`config.mk`:
```
export PLATFORM = sky130hd
export DESIGN_NAME = proc_core_gen2
export DESIGN_NICKNAME = d
export VERILOG_FILES = /design/src/rtl/proc_pkg.sv /design/src/rtl/proc_regfile.sv /design/src/rtl/proc_core_gen2.sv
export SDC_FILE = /design/constraint.sdc
export NUM_CORES = 1
export LEC_CHECK = 0
export BUFFER_PORTS_ARGS = -buffer_cell sky130_fd_sc_hd__buf_2
export CAP_MARGIN = 20
export CORE_MARGIN = 3
export CORE_UTILIZATION = 50
export DETAILED_ROUTE_END_ITERATION = 6
export PLACE_DENSITY = 0.75
export SETUP_SLACK_MARGIN = 0.5
export SYNTH_ARGS = -nofsm -noshare
export SYNTH_HDL_FRONTEND = slang
export SYNTH_HIERARCHICAL = 1
export SYNTH_SLANG_ARGS = --single-unit
export TNS_END_PERCENT = 50
```
`constraint.sdc`:
```
create_clock -name clock -period 13 [get_ports clock]
set_input_delay 2.6 -clock clock [delete_from_list [all_inputs] [get_ports clock]]
set_output_delay 2.6 -clock clock [all_outputs]
set_load 0.005 [all_outputs]
```
`src/rtl/proc_pkg.sv`:
```
// Shared definitions for proc_core_gen2: opcodes, FSM state codes, bus sources
// and the register-index width helper.
package proc_pkg;

    localparam logic [2:0] OP_MV   = 3'd0;
    localparam logic [2:0] OP_MVI  = 3'd1;
    localparam logic [2:0] OP_ADD  = 3'd2;
    localparam logic [2:0] OP_SUB  = 3'd3;
    localparam logic [2:0] OP_LD   = 3'd4;
    localparam logic [2:0] OP_ST   = 3'd5;
    localparam logic [2:0] OP_MVNZ = 3'd6;
    localparam logic [2:0] OP_HALT = 3'd7;

    localparam logic [2:0] ST_IDLE = 3'd0;
    localparam logic [2:0] ST_F0   = 3'd1;
    localparam logic [2:0] ST_F1   = 3'd2;
    localparam logic [2:0] ST_DEC  = 3'd3;
    localparam logic [2:0] ST_E1   = 3'd4;
    localparam logic [2:0] ST_E2   = 3'd5;
    localparam logic [2:0] ST_E3   = 3'd6;
    localparam logic [2:0] ST_HALT = 3'd7;

    typedef enum logic [2:0] {
        BUS_NONE = 3'd0,
        BUS_RX   = 3'd1,
        BUS_RY   = 3'd2,
        BUS_PC   = 3'd3,
        BUS_G    = 3'd4,
        BUS_MEM  = 3'd5
    } bus_sel_e;

    function automatic int reg_w(input int nreg);
        return $clog2(nreg);
    endfunction

endpackage

```
`src/rtl/proc_regfile.sv`:
```
// NREG x DW register file with one write port and two read ports.
// The top register is the PC and has a dedicated increment input.
module proc_regfile #(
    parameter int DW   = 16,
    parameter int NREG = 8,
    parameter int RW   = 3
) (
    input  logic          clock,
    input  logic          resetn,
    input  logic          we_i,
    input  logic [RW-1:0] waddr_i,
    input  logic [DW-1:0] wdata_i,
    input  logic          pc_inc_i,
    input  logic [RW-1:0] ra_addr_i,
    input  logic [RW-1:0] rb_addr_i,
    output logic [DW-1:0] ra_data_o,
    output logic [DW-1:0] rb_data_o,
    output logic [DW-1:0] pc_o
);

    logic [DW-1:0] regs_q [NREG];

    always_ff @(posedge clock) begin
        if (!resetn) begin
            for (int i = 0; i < NREG; i++) regs_q[i] <= '0;
        end else begin
            if (pc_inc_i) regs_q[NREG-1] <= regs_q[NREG-1] + DW'(1);
            // A write to the PC is a jump; being last, it beats the increment.
            if (we_i) regs_q[waddr_i] <= wdata_i;
        end
    end

    assign ra_data_o = regs_q[ra_addr_i];
    assign rb_data_o = regs_q[rb_addr_i];
    assign pc_o      = regs_q[NREG-1];

endmodule

```
`src/rtl/proc_core_gen2.sv`:
```
// Multi-cycle processor core: fetch/decode/execute FSM over a shared synchronous
// memory port, with A/G/Z datapath, ADDR/DOUT registers and a single internal bus.
module proc_core_gen2 import proc_pkg::*; #(
    parameter int DW   = 16,
    parameter int NREG = 8,
    parameter int AW   = 8
) (
    input  logic          clock,
    input  logic          resetn,
    input  logic          run,
    output logic [AW-1:0] mem_addr,
    input  logic [DW-1:0] mem_rdata,
    output logic [DW-1:0] mem_wdata,
    output logic          mem_we,
    output logic          done,
    output logic          halted,
    output logic [DW-1:0] bus
);

    localparam int RW = reg_w(NREG);
    localparam int IW = 3 + 2 * RW;

    logic [2:0]    state_q, state_d;
    logic [IW-1:0] ir_q;
    logic [DW-1:0] a_q, g_q, dout_q;
    logic [AW-1:0] addr_q;
    logic          z_q, halted_q;

    logic [2:0]    op;
    logic [RW-1:0] rx, ry;
    logic [DW-1:0] rx_data, ry_data, pc, alu;

    bus_sel_e bus_sel;
    logic     rf_we, pc_inc, ld_ir, ld_addr, ld_dout, ld_a, ld_g, set_halt, fin;

    assign op = ir_q[IW-1 -: 3];
    assign rx = ir_q[2*RW-1 -: RW];
    assign ry = ir_q[RW-1:0];

    proc_regfile #(.DW(DW), .NREG(NREG), .RW(RW)) u_rf (
        .clock     (clock),
        .resetn    (resetn),
        .we_i      (rf_we),
        .waddr_i   (rx),
        .wdata_i   (bus),
        .pc_inc_i  (pc_inc),
        .ra_addr_i (rx),
        .rb_addr_i (ry),
        .ra_data_o (rx_data),
        .rb_data_o (ry_data),
        .pc_o      (pc)
    );

    // Control depends only on state, opcode, Z and run; never on the bus itself.
    always_comb begin
        state_d  = state_q;
        bus_sel  = BUS_NONE;
        rf_we    = 1'b0;
        pc_inc   = 1'b0;
        ld_ir    = 1'b0;
        ld_addr  = 1'b0;
        ld_dout  = 1'b0;
        ld_a     = 1'b0;
        ld_g     = 1'b0;
        set_halt = 1'b0;
        fin      = 1'b0;
        case (state_q)
            ST_IDLE: if (run) state_d = ST_F0;
            ST_F0: begin
                bus_sel = BUS_PC;
                ld_addr = 1'b1;
                pc_inc  = 1'b1;
                state_d = ST_F1;
            end
            ST_F1:  state_d = ST_DEC;
            ST_DEC: begin
                ld_ir   = 1'b1;
                state_d = ST_E1;
            end
            ST_E1: begin
                state_d = ST_E2;
                case (op)
                    OP_MV, OP_MVNZ: begin
                        bus_sel = BUS_RY;
                        rf_we   = (op == OP_MV) || !z_q;
                        fin     = 1'b1;
                    end
                    OP_MVI: begin
                        bus_sel = BUS_PC;
                        ld_addr = 1'b1;
                        pc_inc  = 1'b1;
                    end
                    OP_ADD, OP_SUB: begin
                        bus_sel = BUS_RX;
                        ld_a    = 1'b1;
                    end
                    OP_LD: begin
                        bus_sel = BUS_RY;
                        ld_addr = 1'b1;
                    end
                    OP_ST: begin
                        bus_sel = BUS_RY;
                        ld_addr = 1'b1;
                        ld_dout = 1'b1;
                    end
                    default: begin
                        set_halt = 1'b1;
                        fin      = 1'b1;
                        state_d  = ST_HALT;
                    end
                endcase
            end
            ST_E2: begin
                state_d = ST_E3;
                if (op == OP_ADD || op == OP_SUB) begin
                    bus_sel = BUS_RY;
                    ld_g    = 1'b1;
                end else if (op == OP_ST) begin
                    fin = 1'b1;
                end
            end
            ST_E3: begin
                bus_sel = (op == OP_ADD || op == OP_SUB) ? BUS_G : BUS_MEM;
                rf_we   = 1'b1;
                fin     = 1'b1;
            end
            ST_HALT: state_d = ST_HALT;
            default: state_d = ST_IDLE;
        endcase
        if (fin && op != OP_HALT) state_d = run ? ST_F0 : ST_IDLE;
    end

    always_comb begin
        case (bus_sel)
            BUS_RX:  bus = rx_data;
            BUS_RY:  bus = ry_data;
            BUS_PC:  bus = pc;
            BUS_G:   bus = g_q;
            BUS_MEM: bus = mem_rdata;
            default: bus = '0;
        endcase
    end

    assign alu = (op == OP_SUB) ? a_q - bus : a_q + bus;

    always_ff @(posedge clock) begin
        if (!resetn) begin
            state_q  <= ST_IDLE;
            ir_q     <= '0;
            a_q      <= '0;
            g_q      <= '0;
            z_q      <= 1'b0;
            addr_q   <= '0;
            dout_q   <= '0;
            halted_q <= 1'b0;
        end else begin
            state_q <= state_d;
            if (ld_ir)   ir_q   <= mem_rdata[IW-1:0];
            if (ld_addr) addr_q <= bus[AW-1:0];
            if (ld_dout) dout_q <= rx_data;
            if (ld_a)    a_q    <= bus;
            if (ld_g) begin
                g_q <= alu;
                z_q <= (alu == '0);
            end
            if (set_halt) halted_q <= 1'b1;
        end
    end

    assign mem_addr  = addr_q;
    assign mem_wdata = dout_q;
    assign mem_we    = (state_q == ST_E2) && (op == OP_ST);
    assign done      = fin;
    assign halted    = halted_q;

endmodule

```
==> tab_implementation.tex, run 1 <==
\begin{tabular}{lr}
\hline
Metric & Value \\
\hline
\multicolumn{2}{l}{\textbf{Run status}} \\
Run status & finished, final reports clean \\
\multicolumn{2}{l}{\textbf{Worst setup path}} \\
Kind of launch point of the worst setup path & primary input \\
Internal reg-to-reg setup slack & 7.00 ns \\
Cell mode on critical path & sky130\_fd\_sc\_hd\_\_buf\_2 \\
Required time at the worst-slack endpoint & 10.40 ns \\
Cells traversed along the worst timing path & buf\_2 > a22oi\_1 > nand2\_1 > a221oi\_1 > inv\_1 > buf\_2 \\
Largest fanout on the critical path & 10 \\
Crit path arrival time & 4.05 ns \\
Critical path's slowest cell & sky130\_fd\_sc\_hd\_\_a221oi\_1 \\
Critical path type & in2out \\
Category of the worst setup path capture point & output port \\
Delay of the slowest cell on the worst path & 0.53 ns \\
CP Buf/Inv Count & 3 \\
Crit-path leading delay family & compound AO/OA/AOI/OAI gates \\
\multicolumn{2}{l}{\textbf{Clock tree}} \\
Post-CTS setup buffer count & 0 \\
Clock slew at reported path FFs & 0.07 ns \\
Clk sinks & 198 \\
Worst-case clock buffer depth & 2 \\
Cts repair resizes & 0 \\
Clock root cell & sky130\_fd\_sc\_hd\_\_clkbuf\_16 \\
Clock buffer count from CTS & 17 \\
Number of buffers inserted by hold repair at cts & 0 \\
H-tree level count & 4 \\
CTS tree & built \\
Clock latency on the worst-skew pair & 0.43 ns \\
\multicolumn{2}{l}{\textbf{Timing}} \\
Hold Violations, Final & 0 \\
Final Cycle Share & 51.2\% \\
Final count of pins violating max slew & 0 \\
Worst clock skew & 0.0130 ns \\
Highest achievable clock rate & 150 MHz \\
Post-route setup TNS & 0 ns \\
Unrepaired setup endpoints after global routing & no \\
Tightest slew margin relative to the limit & 24.1\% \\
Fin crit period & 6.65 ns \\
Fin Hold WS & 0.462 ns \\
Final setup violation count & 0 \\
Worst Max-Slew Pin Slew & 1.14 ns \\
\multicolumn{2}{l}{\textbf{Synthesis}} \\
Sequential cell area fraction in the yosys report & 45.4\% \\
Post-synth top area share & 33.3\% \\
Number of different library cells in the post-synthesis netlist & 67 \\
Cell types with the largest area share after synthesis & sky130\_fd\_sc\_hd\_\_edfxtp\_1, sky130\_fd\_sc\_hd\_\_mux4\_1, sky130\_fd\_sc\_hd\_\_dfxtp\_1 \\
Number of synthesized flops with an enable pin & 128 \\
Top flip-flop cell by instance count after synthesis & sky130\_fd\_sc\_hd\_\_edfxtp\_1 \\
Mean instance size in the synthesized netlist & 11.7 µm² \\
Most repeated cell in the gate-level netlist after synthesis & sky130\_fd\_sc\_hd\_\_nand2\_1 \\
Async set-or-reset flop fraction in the synthesized netlist & 0\% \\
Post-synth top area cell & sky130\_fd\_sc\_hd\_\_edfxtp\_1 \\
Commonest cells post-synth & sky130\_fd\_sc\_hd\_\_nand2\_1, sky130\_fd\_sc\_hd\_\_edfxtp\_1, sky130\_fd\_sc\_hd\_\_and2\_1 \\
Count of yosys warnings during synthesis & 6 \\
Number of nets produced by synthesis & 1027 \\
Flop and latch count out of synthesis & 198 \\
Post-synthesis instance total & 990 \\
Netlist area before placement & 0.0116 mm² \\
\multicolumn{2}{l}{\textbf{Power}} \\
P\_leak & 4.84 nW \\
Power density cells & 118 mW/mm² \\
Maximum vdd drop & 83.3 µV \\
\multicolumn{2}{l}{\textbf{Floorplanning}} \\
Starting utilization of the core area & 50.9\% \\
Number of core rows & 55 \\
Die height & 158 µm \\
Core area & 0.0227 mm² \\
Boundary Pins & 62 \\
Die footprint & 0.0250 mm² \\
Die X-Extent & 158 µm \\
\multicolumn{2}{l}{\textbf{Finish}} \\
Final instance area & 0.0127 mm² \\
Fraction of layout cells with a size suffix above 1 & 17.3\% \\
Post-route insts no fill & 1338 \\
Layout overhead on the synthesized area & 10.1\% \\
Net count, final & 1076 \\
Fill cell total of the finished layout & 1887 \\
Final design utilization & 56.0\% \\
\multicolumn{2}{l}{\textbf{Detailed routing}} \\
Pre-antenna DRT Iters & 5 \\
Via density per instance & 6.36 \\
Post-detailed-route DRC marker count & 0 \\
Routed vias & 8509 \\
Detailed-route wire length per cell & 24.1 µm \\
DRC violation total after the first TritonRoute iteration & 982 \\
Number of antenna-violating nets in the routed design & 0 \\
Drt total wl & 32200 µm \\
\multicolumn{2}{l}{\textbf{GRT}} \\
Antenna violations before repair & 1 \\
Number of global-route vias before repair & 8071 \\
Global-route wire length before repair & 48700 µm \\
Global Route Usage Sum & 26.2\% \\
GR Overflow Total & 0 \\
Largest net degree at the start of global routing & 82 \\
\multicolumn{2}{l}{\textbf{Min path}} \\
Classification of the worst-slack hold path & reg2reg \\
\multicolumn{2}{l}{\textbf{Placement}} \\
Port Buf Inserts & 61 \\
Routability congestion estimate & 0.964 \\
Inst Count DP & 1301 \\
HPWL after detailed placement & 21700 µm \\
Cell area reported after detailed placement & 0.0121 mm² \\
\multicolumn{2}{l}{\textbf{Flow run}} \\
Max Cap Violations & 0 \\
\hline
\end{tabular}
[worst register-to-register path, cell delays in order (launching register included)]
cell                        delay [ns]
sky130_fd_sc_hd__dfxtp_2          0.32
sky130_fd_sc_hd__buf_4            0.50
sky130_fd_sc_hd__mux4_1           0.68
sky130_fd_sc_hd__mux2_2           0.37
sky130_fd_sc_hd__nor3b_1          0.17
sky130_fd_sc_hd__a221o_1          0.35
sky130_fd_sc_hd__a221o_1          0.55
sky130_fd_sc_hd__nor4_4           0.39
sky130_fd_sc_hd__nand2b_1         0.14
sky130_fd_sc_hd__o21ai_0          0.24
sky130_fd_sc_hd__xor2_1           0.22
sky130_fd_sc_hd__ha_1             0.32
sky130_fd_sc_hd__a21o_1           0.20
sky130_fd_sc_hd__a21o_1           0.19
sky130_fd_sc_hd__a2111oi_0        0.41
sky130_fd_sc_hd__o21ai_0          0.16
sky130_fd_sc_hd__o311a_1          0.14
sky130_fd_sc_hd__xor2_1           0.16
sky130_fd_sc_hd__nor2_1           0.11
sky130_fd_sc_hd__nand4_1          0.12
sky130_fd_sc_hd__o31ai_2          0.18
[worst paths after layout]
| path | from | endpoint | cells past startpoint |
|---|---|---|---|
| hold reg to reg | mem_wdata[3] | mem_wdata[3] | 2 |
| hold / removal | mem_wdata[3] | mem_wdata[3] | 2 |
| setup / recovery | mem_rdata[1] | bus[1] | 6 |
| setup reg to reg | ir_q[3] | z_q | 20 |
[where the power goes]
| group | leakage, nW | internal, mW | switching [mW] |
|---|---|---|---|
| clock | 0.284 | 0.275 | 0.260 |
| combinational | 2.67 | 0.102 | 0.154 |
| sequential | 1.89 | 0.688 | 0.0207 |
[logic make-up (layout without fill, tap and decap cells)]
logic type                 after synthesis  after routing  share of synthesized area, %
other                                    0              1                             0
muxes                                  103            103                          18.0
buffers and inverters                   75            137                          3.25
xor gates and xnor gates                42             42                          3.18
AOI/OAI and AO/OA                      168            168                          10.6
and+or+nand+nor                        386            386                          17.6
adders and majority gates               18             18                          2.01
DFF                                    198            198                          45.4
[stage by stage]
| stage | power [mW] | worst slack [ns] |
|---|---|---|
| 4_1_cts | 1.50 | 6.34 |
| 6_report | 1.50 | 6.35 |
| 3_3_place_gp | 0.970 | 6.45 |
| 3_5_place_dp | 0.973 | 6.35 |
| 2_1_floorplan | 0.894 | 6.98 |
| 5_1_grt | 1.56 | 6.16 |
[flip-flops by register name, summed over array words and instances, names as in the netlist]
| signal | flops |
|---|---|
| g_q | 16 |
| mem_addr | 8 |
| u_rf/regs_q | 128 |
| state_q | 3 |
| mem_wdata | 16 |
| a_q | 16 |
| halted | 1 |
| ir_q | 9 |
| z_q | 1 |
[layer usage]
metal	vias to the layer above	part of all wire [%]	routed length [µm]	GRT usage [%]
li1	3808	-	-	-
met1	4198	41	13200	36.5
met2	456	47	15000	41.9
met3	47	10	3270	6.51
met4	0	2.1	684	5.69
met5	-	0	0	0
[cells in the final DEF (no fill, tap or decap), types with 9 or more instances in the layout]
master / Yosys / final
sky130_fd_sc_hd__edfxtp_1: 128 / 128
sky130_fd_sc_hd__o21ai_0: 37 / 32
sky130_fd_sc_hd__xor2_1: 21 / 21
sky130_fd_sc_hd__a21boi_0: 47 / 47
sky130_fd_sc_hd__mux2_2: 33 / 33
sky130_fd_sc_hd__nand3_1: 15 / 15
sky130_fd_sc_hd__inv_1: 14 / 14
sky130_fd_sc_hd__a21oi_1: 17 / 17
sky130_fd_sc_hd__nor3b_1: 11 / 11
sky130_fd_sc_hd__nor2_1: 31 / 31
sky130_fd_sc_hd__xnor2_1: 21 / 21
sky130_fd_sc_hd__buf_4: 2 / 30
sky130_fd_sc_hd__and2_1: 116 / 116
sky130_fd_sc_hd__mux4_1: 56 / 56
sky130_fd_sc_hd__a22oi_1: 9 / 9
sky130_fd_sc_hd__dfxtp_1: 70 / 68
sky130_fd_sc_hd__nor2b_1: 10 / 10
sky130_fd_sc_hd__buf_2: 12 / 61
sky130_fd_sc_hd__nand2b_1: 11 / 11
sky130_fd_sc_hd__nand2_1: 145 / 145
sky130_fd_sc_hd__clkbuf_16: 0 / 17
sky130_fd_sc_hd__ha_1: 17 / 17
sky130_fd_sc_hd__a221o_1: 21 / 21
[final cells by class]
class / count / area, µm² / area share [%]
well taps: 285 / 357 / 2.80
inverters: 14 / 52.6 / 0.413
repair buffers: 91 / 531 / 4.17
clock inverters: 13 / 156 / 1.23
clock buffers: 19 / 433 / 3.40
diodes: 1 / 2.50 / 0.0197
flip-flops and latches: 198 / 5250 / 41.2
multi-input cells: 717 / 5940 / 46.7
No activity file was read; power rests on OpenSTA's default activity.
==> inputs of run 2 (changes only) <==
Clock period 13 ns to 6.3 ns, I/O delays scaled along.
==> run 2 against run 1 <==
  * Register-to-register slack worse by 6.1 ns
  * Largest power group unchanged
  * Critical endpoint is now z_q
  * Sequential power up 110%
  * Worst hold slack worse by 0.0036 ns
  * Die area unchanged
  * Clock-buffer cell count down 2
  * Largest cell class unchanged
  * Sequential cell count unchanged
==> tab_implementation.tex, run 2 (same netlist as run 1, synthesis figures left out) <==
\begin{tabular}{lr}
\hline
Metric & Value \\
\hline
\multicolumn{2}{l}{\textbf{Run status}} \\
Run status & finished, final reports clean \\
\multicolumn{2}{l}{\textbf{Worst setup path}} \\
Crit path arrival time & 5.73 ns \\
Worst flop-to-flop path endpoint & z\_q \\
Largest fanout on the critical path & 16 \\
Kind of launch point of the worst setup path & flop \\
Cell count of the worst reg-to-reg path & 20 \\
Critical path type & reg2reg \\
Required time at the worst-slack endpoint & 6.65 ns \\
Crit Reg-Reg Startpoint & ir\_q[3] \\
Category of the worst setup path capture point & flop \\
Launching element of the worst setup path & ir\_q[3] \\
Internal reg-to-reg setup slack & 0.93 ns \\
\multicolumn{2}{l}{\textbf{Timing}} \\
Worst Max-Slew Pin Slew & 1.04 ns \\
Tightest slew margin relative to the limit & 30.5\% \\
Worst clock skew & 0.0144 ns \\
Unrepaired setup endpoints after global routing & no \\
Post-route setup TNS & 0 ns \\
Setup ws final & 0.926 ns \\
Final setup violation count & 0 \\
Highest achievable clock rate & 186 MHz \\
Hold Violations, Final & 0 \\
Final Cycle Share & 85.3\% \\
Fin crit period & 5.37 ns \\
Fin Hold WS & 0.458 ns \\
Final count of pins violating max slew & 0 \\
\multicolumn{2}{l}{\textbf{Floorplanning}} \\
Die footprint & 0.0250 mm² \\
Boundary Pins & 62 \\
Core area & 0.0227 mm² \\
Starting utilization of the core area & 50.9\% \\
Die X-Extent & 158 µm \\
Number of core rows & 55 \\
Die height & 158 µm \\
\multicolumn{2}{l}{\textbf{Clock tree}} \\
Clock slew at reported path FFs & 0.08 ns \\
CTS tree & built \\
Number of buffers inserted by hold repair at cts & 0 \\
Clock buffer count from CTS & 17 \\
H-tree level count & 4 \\
Clock latency on the worst-skew pair & 0.45 ns \\
Clk sinks & 198 \\
Clock root cell & sky130\_fd\_sc\_hd\_\_clkbuf\_16 \\
Worst-case clock buffer depth & 2 \\
\multicolumn{2}{l}{\textbf{Detailed routing}} \\
Post-detailed-route DRC marker count & 0 \\
Number of antenna-violating nets in the routed design & 0 \\
Routed vias & 8610 \\
Pre-antenna DRT Iters & 6 \\
Detailed-route wire length per cell & 24.8 µm \\
Drt total wl & 33600 µm \\
Via density per instance & 6.36 \\
DRC violation total after the first TritonRoute iteration & 1017 \\
\multicolumn{2}{l}{\textbf{Finish}} \\
Fill cell total of the finished layout & 1866 \\
Final design utilization & 56.8\% \\
Number of flip-flops in the largest register & 128 \\
Net count, final & 1093 \\
Fraction of layout cells with a size suffix above 1 & 18.8\% \\
Layout overhead on the synthesized area & 11.7\% \\
Biggest register & u\_rf/regs\_q \\
Leading cell types in the layout, fill and taps excluded & sky130\_fd\_sc\_hd\_\_nand2\_1, sky130\_fd\_sc\_hd\_\_edfxtp\_1, sky130\_fd\_sc\_hd\_\_and2\_1 \\
Post-route insts no fill & 1354 \\
Antenna Cells & 0 \\
Final instance area & 0.0129 mm² \\
Most common library cell in the layout ignoring fill and taps & sky130\_fd\_sc\_hd\_\_nand2\_1 \\
\multicolumn{2}{l}{\textbf{Power}} \\
Power dissipated by switching net loads & 0.904 mW \\
Internal cell power & 2.28 mW \\
P\_leak & 4.96 nW \\
Comb pwr share & 16.6\% \\
Portion of total power attributed to the clock network & 37.2\% \\
Part of the power in registers & 46.2\% \\
Total power & 3.18 mW \\
Switching fraction of total power & 28.4\% \\
Maximum vdd drop & 145 µV \\
Power density cells & 247 mW/mm² \\
\multicolumn{2}{l}{\textbf{GRT}} \\
Global-route wire length before repair & 50400 µm \\
Global Route Usage Sum & 27.2\% \\
Number of global-route vias before repair & 8235 \\
Largest net degree at the start of global routing & 58 \\
GR Overflow Total & 0 \\
Antenna violations before repair & 0 \\
\multicolumn{2}{l}{\textbf{Min path}} \\
Worst min-delay path startpoint & mem\_wdata[4] \\
Classification of the worst-slack hold path & reg2reg \\
End point of the most critical hold path & mem\_wdata[4] \\
Hold Path Depth & 2 \\
\multicolumn{2}{l}{\textbf{Placement}} \\
Port Buf Inserts & 61 \\
Setup slack at placement & 0.749 ns \\
Cell area reported after detailed placement & 0.0123 mm² \\
Routability congestion estimate & 0.926 \\
HPWL after detailed placement & 23400 µm \\
Inst Count DP & 1320 \\
\multicolumn{2}{l}{\textbf{Flow run}} \\
Max Cap Violations & 0 \\
\hline
\end{tabular}
run 2: cell count changes in the layout (fill, tap and decap cells not counted), sizes merged:
cell and delta:
buf +17, inv +2, clkbuf -2, diode -1, clkinv -2, bufinv +2
run 2: power groups by stage:
stage	Combinational [mW]	Sequential, mW	Clock, mW
floorplan	0.375	1.47	0
global placement	0.517	1.50	0
detailed placement	0.517	1.50	0
CTS	0.521	1.47	1.19
global route	0.573	1.48	1.25
finish	0.529	1.47	1.18
run 2: cell type report:
class                           instances  area [µm²]  area share, %
Multi-Input combinational cell        717        5940           46.0
Sequential cell                       198        5250           40.7
Timing Repair Buffer                  108         677           5.24
Clock buffer                           17         425           3.30
Tap cell                              285         357           2.76
Clock inverter                         15         204           1.58
Inverter                               14        52.6          0.407
run 2: how the worst max path moves through the flow:
stage	end	slack [ns]	cells past startpoint
2_1_floorplan	z_q	1.34	22
3_5_place_dp	z_q	0.75	17
5_1_grt	z_q	0.55	16
6_report	z_q	0.93	20
4_1_cts	z_q	0.70	17
3_3_place_gp	z_q	0.80	17
run 2: critical path, cell delays in order (launching register included):
cell and delay, ns:
sky130_fd_sc_hd__dfxtp_4 0.51, sky130_fd_sc_hd__buf_4 0.27, sky130_fd_sc_hd__mux4_1 0.56, sky130_fd_sc_hd__mux2_2 0.34, sky130_fd_sc_hd__nor3b_1 0.15, sky130_fd_sc_hd__a221o_1 0.27
sky130_fd_sc_hd__a221o_1 0.31, sky130_fd_sc_hd__nor4_4 0.32, sky130_fd_sc_hd__nand2b_1 0.15, sky130_fd_sc_hd__o21ai_0 0.25, sky130_fd_sc_hd__xor2_1 0.17, sky130_fd_sc_hd__ha_1 0.30
sky130_fd_sc_hd__a21o_1 0.21, sky130_fd_sc_hd__a21o_1 0.20, sky130_fd_sc_hd__a2111oi_0 0.43, sky130_fd_sc_hd__o21ai_0 0.15, sky130_fd_sc_hd__o311a_1 0.14, sky130_fd_sc_hd__xor2_1 0.16
sky130_fd_sc_hd__nor2_1 0.09, sky130_fd_sc_hd__nand4_1 0.11, sky130_fd_sc_hd__o31ai_2 0.18
run 2: timing repair:
action	4_1_cts	5_1_grt
hold endpoints to repair	0	0
gates resized for setup	0	3
setup buffers	0	0
setup endpoints to repair	0	3
run 2: layer usage:
| layer | track usage (%) | vias to the layer above | wire, µm |
|---|---|---|---|
| met2 | 43.0 | 497 | 15700 |
| met3 | 6.15 | 68 | 3310 |
| met5 | 0 | - | 0 |
| met1 | 37.5 | 4201 | 13700 |
| met4 | 8.68 | 0 | 851 |
| li1 | - | 3844 | - |
==> inputs of run 3 (changes only) <==
Settings changed: REMOVE_ABC_BUFFERS set to 1.
==> run 3 against run 2 <==
  * Global-route usage shrank 2.0 points
  * Clock power fell by 11%
  * Routed wire length is 7.3% lower
  * Register-to-register slack worse by 0.03 ns
  * Largest power group unchanged
==> tab_implementation.tex, run 3 (same netlist as run 1, synthesis figures left out) <==
\begin{tabular}{lr}
\hline
Metric & Value \\
\hline
\multicolumn{2}{l}{\textbf{Worst setup path}} \\
Delay of the slowest cell on the worst path & 0.64 ns \\
Cells traversed along the worst timing path & buf\_4 > mux4\_1 > mux2\_2 > nor3b\_1 > a221o\_1 > a221o\_1 > nand2b\_1 > o21ai\_0 > xor2\_1 > ha\_1 > a21o\_1 > a21o\_1 > a2111oi\_0 > o21ai\_0 > o311a\_1 > xor2\_1 > nor2\_1 > nand4\_1 > o31ai\_2 \\
Cell count of the worst reg-to-reg path & 19 \\
Internal reg-to-reg setup slack & 0.89 ns \\
Required time at the worst-slack endpoint & 6.66 ns \\
Category of the worst setup path capture point & flop \\
Worst flop-to-flop path endpoint & z\_q \\
Crit Reg-Reg Startpoint & ir\_q[3] \\
Critical path type & reg2reg \\
Launching element of the worst setup path & ir\_q[3] \\
Kind of launch point of the worst setup path & flop \\
Critical path's slowest cell & sky130\_fd\_sc\_hd\_\_dfxtp\_4 \\
Largest fanout on the critical path & 29 \\
Crit path arrival time & 5.76 ns \\
\multicolumn{2}{l}{\textbf{Timing}} \\
Unrepaired setup endpoints after global routing & no \\
Hold Violations, Final & 0 \\
Final count of pins violating max slew & 0 \\
Final Cycle Share & 85.8\% \\
Tightest slew margin relative to the limit & 28.7\% \\
Final setup violation count & 0 \\
Post-route setup TNS & 0 ns \\
Worst clock skew & 0.0127 ns \\
Setup ws final & 0.892 ns \\
Highest achievable clock rate & 185 MHz \\
Fin crit period & 5.41 ns \\
Worst Max-Slew Pin Slew & 1.07 ns \\
\multicolumn{2}{l}{\textbf{Clock tree}} \\
Clock latency on the worst-skew pair & 0.45 ns \\
Clk sinks & 198 \\
Clock slew at reported path FFs & 0.08 ns \\
Worst-case clock buffer depth & 2 \\
H-tree level count & 4 \\
CTS tree & built \\
Clock root cell & sky130\_fd\_sc\_hd\_\_clkbuf\_16 \\
Clock buffer count from CTS & 17 \\
\multicolumn{2}{l}{\textbf{Finish}} \\
Layout overhead on the synthesized area & 10.6\% \\
Fraction of layout cells with a size suffix above 1 & 18.1\% \\
Final design utilization & 56.3\% \\
Fill cell total of the finished layout & 1867 \\
Leading cell types in the layout, fill and taps excluded & sky130\_fd\_sc\_hd\_\_nand2\_1, sky130\_fd\_sc\_hd\_\_edfxtp\_1, sky130\_fd\_sc\_hd\_\_and2\_1 \\
Biggest register & u\_rf/regs\_q \\
Most common library cell in the layout ignoring fill and taps & sky130\_fd\_sc\_hd\_\_nand2\_1 \\
Net count, final & 1087 \\
Number of flip-flops in the largest register & 128 \\
Antenna Cells & 0 \\
\multicolumn{2}{l}{\textbf{Run status}} \\
Run status & finished, final reports clean \\
\multicolumn{2}{l}{\textbf{Floorplanning}} \\
Die footprint & 0.0250 mm² \\
Number of core rows & 55 \\
Core area & 0.0227 mm² \\
Starting utilization of the core area & 50.9\% \\
Boundary Pins & 62 \\
Die X-Extent & 158 µm \\
Die height & 158 µm \\
\multicolumn{2}{l}{\textbf{Power}} \\
Total power & 3.04 mW \\
Maximum vdd drop & 187 µV \\
Power density cells & 238 mW/mm² \\
P\_leak & 4.89 nW \\
\multicolumn{2}{l}{\textbf{Detailed routing}} \\
Via density per instance & 6.29 \\
Metal3 WL & 2880 µm \\
Pre-antenna DRT Iters & 6 \\
Routed length on met2 & 14600 µm \\
Detailed-route wire length per cell & 23.1 µm \\
Uppermost signal routing layer after detailed routing & met4 \\
Number of antenna-violating nets in the routed design & 0 \\
Routed vias & 8479 \\
DRC violation total after the first TritonRoute iteration & 777 \\
Drt total wl & 31100 µm \\
Met1 Wirelength & 12700 µm \\
Post-detailed-route DRC marker count & 0 \\
\multicolumn{2}{l}{\textbf{Placement}} \\
Port Buf Inserts & 61 \\
HPWL after detailed placement & 21700 µm \\
Setup slack at placement & 0.694 ns \\
Routability congestion estimate & 0.973 \\
\multicolumn{2}{l}{\textbf{GRT}} \\
Global Route Usage Sum & 25.2\% \\
Number of global-route vias before repair & 8177 \\
GR Overflow Total & 0 \\
Global-route wire length before repair & 47200 µm \\
Largest net degree at the start of global routing & 81 \\
Antenna violations before repair & 0 \\
\multicolumn{2}{l}{\textbf{Min path}} \\
Classification of the worst-slack hold path & reg2reg \\
End point of the most critical hold path & mem\_wdata[11] \\
Hold Path Depth & 2 \\
Worst min-delay path startpoint & mem\_wdata[11] \\
\multicolumn{2}{l}{\textbf{Flow run}} \\
Max Cap Violations & 0 \\
\hline
\end{tabular}
-- run 3: cell count changes in the layout (fill, tap and decap cells not counted), moves of 2 or more --
cell / before / now
sky130_fd_sc_hd__bufinv_16: 3 / 0
sky130_fd_sc_hd__buf_6: 5 / 3
sky130_fd_sc_hd__clkbuf_1: 0 / 2
sky130_fd_sc_hd__buf_4: 42 / 38
sky130_fd_sc_hd__inv_6: 6 / 4
-- run 3: worst max-delay path, delay by kind of cell (launching register included) --
family	cells	cell delay, ns
compound gates	9	2.20
flops	1	0.64
xor+xnor	2	0.34
buf+inv	1	0.32
simple gates	4	0.62
mux	2	0.89
fa+ha+maj	1	0.30
-- run 3: timing repair --
item                       4_1_cts  5_1_grt
hold buffers                     0        0
resized for setup                0        1
setup buffers                    0        0
setup endpoints to repair        0        4
-- run 3: where the power goes --
part	switching, mW	internal, mW
sequential	0.0522	1.42
clock	0.523	0.532
combinational	0.295	0.214
-- run 3: how the worst max path moves through the flow --
stage          endpoint
2_1_floorplan       z_q
3_3_place_gp        z_q
3_5_place_dp        z_q
4_1_cts             z_q
5_1_grt             z_q
6_report            z_q
-- run 3: area by class of cell --
cell class / count / area, µm² / share of cell area [%]
clock buffer: 20 / 447 / 3.49
clock inverter: 12 / 108 / 0.842
sequential: 198 / 5250 / 41.1
tap: 285 / 357 / 2.79
multi-input combinational: 717 / 5940 / 46.5
timing repair buffer: 102 / 624 / 4.88
inverter: 14 / 52.6 / 0.411
-- run 3: per-layer routing --
| layer | vias to the layer above | global-route usage, % |
|---|---|---|
| met3 | 78 | 5.60 |
| met1 | 4152 | 34.0 |
| li1 | 3831 | - |
| met2 | 418 | 40.2 |
| met4 | 0 | 9.26 |
| met5 | - | 0 |
-- run 3: stage by stage --
stage / hold slack [ns] / instance area [µm²] / instances
finish: 0.463 / 12800 / 1348
global route: 0.482 / 12800 / 1348
CTS: 0.465 / 12800 / 1346
detailed placement: 0.456 / 12200 / 1314
global placement: 0.448 / 12200 / 1310
floorplan: 0.443 / 11200 / 929
